## config.mk

```make
export PLATFORM = sky130hd
export DESIGN_NAME = qam16_upsampler
export DESIGN_NICKNAME = d
export VERILOG_FILES = /design/src/rtl/qam16_pkg.sv /design/src/rtl/upsamp_lane.sv /design/src/rtl/qam16_upsampler.sv
export SDC_FILE = /design/constraint.sdc
export NUM_CORES = 1
export LEC_CHECK = 0
export ABC_AREA = 1
export BUFFER_PORTS_ARGS = -buffer_cell sky130_fd_sc_hd__buf_2
export CAP_MARGIN = 5
export CORE_AREA = 5 5 42 44
export CTS_CLUSTER_DIAMETER = 150
export CTS_CLUSTER_SIZE = 16
export DETAILED_ROUTE_END_ITERATION = 10
export DIE_AREA = 0 0 47 49
export MAX_ROUTING_LAYER = met4
export PLACE_DENSITY = 0.5
export RECOVER_POWER = 100
export SYNTH_ARGS = -nofsm -noshare
export SYNTH_HDL_FRONTEND = slang
export SYNTH_HIERARCHICAL = 1
export SYNTH_SLANG_ARGS = --single-unit
```

## constraint.sdc

```tcl
create_clock -name clk -period 0.85 [get_ports clk]
set_input_delay 0 -clock clk [delete_from_list [all_inputs] [get_ports clk]]
set_output_delay 0 -clock clk [all_outputs]
set_load 0.02 [all_outputs]
```

## src/rtl/qam16_pkg.sv

```systemverilog
// Shared QAM16 types and constants for the transmit chain.
package qam16_pkg;

    localparam int DEF_DATA_W = 4;
    localparam int DEF_CNT_W  = 4;

    typedef logic signed [DEF_DATA_W-1:0] sym_t;

    localparam sym_t LVL_P3   = 4'sd3;
    localparam sym_t LVL_P1   = 4'sd1;
    localparam sym_t LVL_M1   = -4'sd1;
    localparam sym_t LVL_M3   = -4'sd3;
    localparam sym_t ZERO_SYM = '0;

endpackage

```

## src/rtl/upsamp_lane.sv

```systemverilog
// One upsampler lane: loads the symbol on phase 0, otherwise zeros
// (or holds the last symbol when UPSAMPLER_HOLD_EN is defined).
module upsamp_lane
    import qam16_pkg::*;
#(
    parameter int DATA_W = DEF_DATA_W
) (
    input  logic                     clk,
    input  logic                     rst_n,
    input  logic                     i_load,
    input  logic signed [DATA_W-1:0] i_d,
    output logic signed [DATA_W-1:0] o_q
);

    logic signed [DATA_W-1:0] r_q;

    always_ff @(posedge clk or negedge rst_n) begin
        if (!rst_n) begin
            r_q <= '0;
        end else if (i_load) begin
            r_q <= i_d;
        end
`ifndef UPSAMPLER_HOLD_EN
        else begin
            r_q <= '0;
        end
`endif
    end

    assign o_q = r_q;

endmodule

```

## src/rtl/qam16_upsampler.sv

```systemverilog
// Zero-stuffing I/Q interpolator; phase taken from the low bits of the PRBS counter.
// Define UPSAMPLER_HOLD_EN for zero-order hold instead of zero insertion.
module qam16_upsampler
    import qam16_pkg::*;
#(
    parameter int DATA_W    = DEF_DATA_W,
    parameter int CNT_W     = DEF_CNT_W,
    parameter int UP_FACTOR = 4
) (
    input  logic                     clk,
    input  logic                     reset,
    input  logic [CNT_W-1:0]         count,
    input  logic signed [DATA_W-1:0] iout,
    input  logic signed [DATA_W-1:0] qout,
    output logic signed [DATA_W-1:0] iup,
    output logic signed [DATA_W-1:0] qup
);

    localparam int PH_W      = $clog2(UP_FACTOR);
    localparam int NUM_LANES = 2;

    if (UP_FACTOR < 2 || (1 << PH_W) != UP_FACTOR || PH_W > CNT_W) begin : g_bad_cfg
        $error("UP_FACTOR must be a power of two in [2, 2**CNT_W]");
    end

    logic                                w_phase0;
    logic [NUM_LANES-1:0][DATA_W-1:0]    w_din;
    logic [NUM_LANES-1:0][DATA_W-1:0]    w_dout;

    // Single phase decode shared by both lanes keeps I and Q in lockstep.
    assign w_phase0 = (count[PH_W-1:0] == '0);

    if (PH_W < CNT_W) begin : g_upper
        logic w_unused_cnt;
        assign w_unused_cnt = ^count[CNT_W-1:PH_W];
    end

    assign w_din[0] = iout;
    assign w_din[1] = qout;

    for (genvar g = 0; g < NUM_LANES; g++) begin : g_lane
        upsamp_lane #(.DATA_W(DATA_W)) u_lane (
            .clk    (clk),
            .rst_n  (reset),
            .i_load (w_phase0),
            .i_d    (w_din[g]),
            .o_q    (w_dout[g])
        );
    end

    assign iup = w_dout[0];
    assign qup = w_dout[1];

endmodule

```

; Word-level counts from Yosys, hierarchy flattened
; Index checks and enable logic that the tools add are counted.
[classes]
div = 0
n_reduce_logical = 1
bitwise_logic = 0
order_cmp = 0
shifts = 0
eq_ne = 0
multipliers = 0
muxes = 2
n_addsub = 0
[op_table]
columns = op, count
row1 = 4-bit 2-to-1 mux, 2
row2 = 2-bit zero test, 1
[word_totals]
latchBits = 0
n_memories = 0
output_inout_bits = 8
register_bits = 8
mem_bits_rw = 0
inputBits = 14
rom_bits = 0
word_cells = 5

; Depth between registers and ports, before layout
; Gate-level depths: netlist of the first run.
[logic_depth]
ltp_word = 2
ltp_mapped = 3
mapped_depth_nobuf = 3

; Hierarchy
; Netlist of the first run, hierarchy kept.
[by_module_without_submodules]
columns = mod, instances, cells_each, area_per_inst_um2, seq_area_each_um2
row1 = upsamp_lane, 2, 12, 130.1, 100.1
row2 = qam16_upsampler, 1, 1, 3.8, 0.0

; Worst setup path before layout of the first run
; No wires, ideal clock.
[synth_path]
path_kind = input to register
startpoint = in count[1]
endpoint = reg g_lane[0].u_lane.r_q[0]
slack_ns = 0.365
arrival_ns = 0.421
cell_stages = 3
t_required_ns = 0.786
cell_sequence = nor2_1 nand2_1 inv_1
[synth_via]
elab_chain_len = 2
[synth_lines]
columns = element, line_no
row1 = from (decl), qam16_upsampler.sv:12  ; input logic [CNT_W-1:0] count,
row2 = 2-bit zero test, qam16_upsampler.sv:31  ; assign w_phase0 = (count[PH_W-1:0] == '0);
row3 = 4-bit 2-to-1 mux, upsamp_lane.sv:20  ; end else if (i_load) begin
row4 = to (signal assigned), upsamp_lane.sv:21  ; r_q <= i_d;
row5 = to (decl), upsamp_lane.sv:15  ; logic signed [DATA_W-1:0] r_q;
; No other way between the ends.

; Worst setup path after layout of the first run
[layout_path]
startpoint = reg g_lane[0].u_lane.r_q[2]
endpoint = out iup[2]
[layout_lines]
columns = element, line_no
row1 = to (decl), qam16_upsampler.sv:15  ; output logic signed [DATA_W-1:0] iup,
; No word-level cell between the ends.

==> results of run 1 <==
worst paths after layout:
path                                           end  slack (ps)  cells past startpoint
max in group asynchronous  g_lane[0].u_lane/o_q[2]         350                      2
hold / removal             g_lane[0].u_lane/o_q[3]         120                      5
min in group asynchronous  g_lane[0].u_lane/o_q[1]         200                      2
setup / recovery                            iup[2]         100                      1
cells in the final DEF, fill, tap and decap left out:
cell,synthesis,final
buf_2,0,10
buf_4,0,1
clkbuf_1,0,1
clkbuf_2,0,8
clkbuf_4,0,3
dfrtp_1,8,8
dlygate4sd3_1,0,9
inv_1,8,8
nand2_1,8,8
nor2_1,1,1
what timing repair did:
action / 4_1_cts / 5_1_grt
gates resized for setup: 0 / 0
hold endpoints to repair: 16 / 0
hold buffers: 9 / 0
cell families after synthesis:
kind of cell / count (synthesis)
simple gates: 9
buf+inv: 8
flops: 8
per-layer routing:
layer,global-route usage,up-vias
li1,-,133
met1,0.0625,105
met5,-,-
met4,0.0691,0
met3,0.0443,0
met2,0.0860,13
power by group:
group / total, W / internal [W] / switching [W]
Clock: 0.000279 / 0.000161 / 0.000118
Sequential: 0.000399 / 0.000396 / 0.00000301
Combinational: 0.000115 / 0.0000615 / 0.0000535
Total: 0.000792 / 0.000618 / 0.000174
final cells by class:
type	count	area [sq um]
Clock buffer	3	22.5
Multi-Input combinational cell	9	33.8
Timing Repair Buffer	29	191
Fill cell	159	903
Inverter	8	30.0
Sequential cell	8	200
Tap cell	16	20.0
through the flow:
stage | utilization | cell area (sq um) | hold WS (ps) | std cells
after floorplan | - | 264 | -296 | 25
after global placement | 0.276 | 387 | -152 | 61
after detailed placement | 0.276 | 387 | -146 | 61
after CTS | 0.356 | 499 | 112 | 73
after global routing | 0.355 | 498 | 134 | 73
final | 0.355 | 498 | 124 | 73
tightest hold or removal path, stage by stage:
cell	delay (ps)
buf_2	70
nor2_1	30
buf_4	150
nand2_1	50
inv_1	30
==> impl_metrics.toml, run 1 <==
[route]
ant_nets = 0
wl_met3_um = 81
viasPerCell = 3.44
wl_um = 583
wl_met1_um = 191
drt_iter0_drc = 0
drc = 0
post_drt_wl_per_cell_um = 7.99
first_pass_iters = 1
num_vias = 251
top_layer = "met3"
wl_met2_um = 309

[timing]
final_max_slew_viol_count = 0
hold_viol = 0
fmax_ghz = 1.34
setup_slack_ps = 103
rsz0062_at_grt = "false"
fin_tns_setup_ps = 0
relSlewSlack = 0.707
setup_viol = 0
period_minus_slack_ps = 747
final.period_utilization = 0.879
worstMarginPinSlew_ps = 439

[floorplanning]
core_area_sq_um = 1400
initial_core_util = 0.188
num_io_pins = 22
die_x_um = 47
fp.dieArea_sq_um = 2300
die_y_um = 49
rows = 14

[worst_setup_path]
startpoint = "g_lane[0].u_lane/o_q[2]"
criticalPathCategory = "flip-flop to output pin"
critical_path_required_ps = 850
crit_family = "flip-flops"
arrival_ps = 750
cp.buffers_inverters = 1
cpPeakStageDelay_ps = 350
crit_path_start_kind = "flip-flop"
end_kind = "output pin"
cp_max_fo = 1
critical-path-slowest-cell = "dfrtp_1"
cp_cell_sequence = "clkbuf_2"

[synthesis]
synth_mux_area_frac = 0
ys.flop_type = "dfrtp_1"
synthSimpleGateAreaFrac = 0.128
ys_warn_count = 6
synthTopCellsByArea = "dfrtp_1 (76%), inv_1 (11%), nand2_1 (11%)"
synthTopCellsByCount = "dfrtp_1 (8), inv_1 (8), nand2_1 (8)"
synth_area_sq_um = 264
synth_adder_area_share = 0
synth_compound_area_frac = 0
synth_top_family_by_area = "simple AND/OR/NAND/NOR gates"
synth_edf_count = 0
syn_nets = 39
syn_inst = 25
synth_top_area_share = 0.758
synth-xor-area-share = 0
avgSynthCellArea_sq_um = 10.6
seq_area_frac_synth = 0.758
yosys.area.top_type = "dfrtp_1"
ys_seq_elements = 8
synth_cell_type_count = 4
async_flop_share = 1.00

[min_path]
hp-start = "count[0]"
hold_path.class = "input port to flip-flop"

[cells_and_area]
fin_nets = 73
drive_above_1_share = 0.386
largest_reg_flops = 8
n_antenna_cell = 0
syn_to_final_growth_pct = 88.6

[placement]
gp_congestion = 0.585
dp_slack_ps = 341
io_buffers = 19

[global_route]
grt_pass1_vias = 234
grt_max_degree = 9
grt_overflow = 0
grt_usage = 0.0675
grt_pass1_wl_um = 945
antenna_found_initial = 0

[clocking]
h-tree-depth = 1
tritoncts = "done"
cts.clk_slew.worst_paths_ps = 50
clock-sinks = 8
clock-root-buffer = "clkbuf_4"
cts_setup_buffers = 0
cts_buffers = 3
clock_path_buffers = 2

[power_and_ir_drop]
peakVddDrop_v = 0.000454
pwr_density_cell_nw_per_um2 = 1590
p_leak_nw = 0.325
p_total_w = 0.000792

[flow_run]
drv_cap = 0

[status]
status = "complete, no violations"
Note: power is estimated with default switching activity, not from simulation.
==> run 2, diff against run 1 <==
--- a/config.mk
+++ b/config.mk
@@ -8,5 +8,4 @@
 export ABC_AREA = 1
-export BUFFER_PORTS_ARGS = -buffer_cell sky130_fd_sc_hd__buf_2
 export CAP_MARGIN = 5
-export CORE_AREA = 5 5 42 44
+export CORE_AREA = 2 2 39 41
 export CTS_CLUSTER_DIAMETER = 150
@@ -14,5 +13,6 @@
 export DETAILED_ROUTE_END_ITERATION = 10
-export DIE_AREA = 0 0 47 49
+export DIE_AREA = 0 0 41 43
+export DONT_BUFFER_PORTS = 1
 export MAX_ROUTING_LAYER = met4
-export PLACE_DENSITY = 0.5
+export PLACE_DENSITY = 0.36
 export RECOVER_POWER = 100
==> constraint.sdc (replaced) <==
create_clock -name clk -period 0.85 [get_ports clk]
set_input_delay 0.1275 -clock clk [delete_from_list [all_inputs] [get_ports clk]]
set_output_delay 0.1275 -clock clk [all_outputs]
set_load 0.02 [all_outputs]
==> impl_metrics.toml, run 2 (same netlist as run 1, synthesis figures left out) <==
[global_route]
grt_usage = 0.0654
grt_overflow = 0
grt_pass1_vias = 190
grt_pass1_wl_um = 655
antenna_found_initial = 0
grt_max_degree = 9

[route]
wl_um = 490
num_vias = 191
wl_met2_um = 265
drt_iter0_drc = 5
drc = 0
wl_met3_um = 59
ant_nets = 0
viasPerCell = 3.54
first_pass_iters = 3
post_drt_wl_per_cell_um = 9.07
top_layer = "met3"
wl_met1_um = 164

[worst_setup_path]
arrival_ps = 690
cp_max_fo = 1
critical_path_required_ps = 720
criticalPathCategory = "flip-flop to output pin"
crit_path_start_kind = "flip-flop"
end_kind = "output pin"

[placement]
dp.final_hpwl_um = 374
place_inst = 42
gp_congestion = 0.507
io_buffers = 0

[clocking]
cts.clk_slew.worst_paths_ps = 50
cts_setup_buffers = 0
clock-sinks = 8
h-tree-depth = 1
cts-hold-fix-buffers = 9
cts_buffers = 3
tritoncts = "done"
clock_path_buffers = 2
clock-root-buffer = "clkbuf_4"
post_cts_resized = 0

[timing]
final_max_slew_viol_count = 0
rsz0062_at_grt = "false"
hold_viol = 0
worstMarginPinSlew_ps = 356
relSlewSlack = 0.762
setup_viol = 0
fin_tns_setup_ps = 0
period_minus_slack_ps = 816
final.period_utilization = 0.960
fmax_ghz = 1.23

[floorplanning]
die_y_um = 43
num_io_pins = 22
rows = 14
fp.dieArea_sq_um = 1760
die_x_um = 41
core_area_sq_um = 1380
initial_core_util = 0.191

[cells_and_area]
largest_reg_flops = 8
n_antenna_cell = 0
fin_nets = 54
layout_commonest_cell = "dlygate4sd3_1"
fin_cells = 54
layout_common_cells = "dlygate4sd3_1 (9), nand2_1 (8), inv_1 (8), dfrtp_1 (8), clkbuf_4 (3)"
syn_to_final_growth_pct = 53.1
drive_above_1_share = 0.105

[status]
status = "complete, no violations"

[power_and_ir_drop]
peakVddDrop_v = 0.000652
pwr_density_cell_nw_per_um2 = 1880
p_leak_nw = 0.249

[flow_run]
drv_cap = 0

[min_path]
hold_path.class = "input port to flip-flop"
run 2: per-stage QoR:
stage                     total power (W)   util  hold slack (ps)  area (sq um)  setup slack, ps
final                            0.000760  0.292              166           404             33.7
after global routing             0.000792  0.292              178           404             14.9
after CTS                        0.000779  0.292              160           404             16.7
after detailed placement         0.000448  0.211             -168           292              294
after global placement           0.000448  0.211             -168           292              297
after floorplan                  0.000440      -             -168           264              237
run 2: final timing paths:
kind	from	to	cells after the start
hold / removal	count[0]	g_lane[1].u_lane/o_q[2]	4
max in group asynchronous	reset	g_lane[1].u_lane/o_q[2]	1
setup / recovery	g_lane[0].u_lane/o_q[0]	iup[0]	0
min in group asynchronous	reset	g_lane[0].u_lane/o_q[3]	1
run 2: report_power, final:
part	switching (W)	internal [W]	total, W
clock network	0.000119	0.000161	0.000280
logic	0.0000237	0.0000359	0.0000596
registers	0.0000244	0.000396	0.000420
run 2: metal layers:
| layer | global-route usage | vias up |
|---|---|---|
| met3 | 0.0314 | 0 |
| met4 | 0.0800 | 0 |
| li1 | - | 94 |
| met1 | 0.0462 | 87 |
| met5 | - | - |
| met2 | 0.0969 | 10 |
run 2: layout make-up:
cell class	count	area [sq um]
inverter	8	30.0
clock buffer	3	22.5
fill	151	980
sequential	8	200
multi-input combinational	9	33.8
timing repair buffer	10	97.6
tap	16	20.0
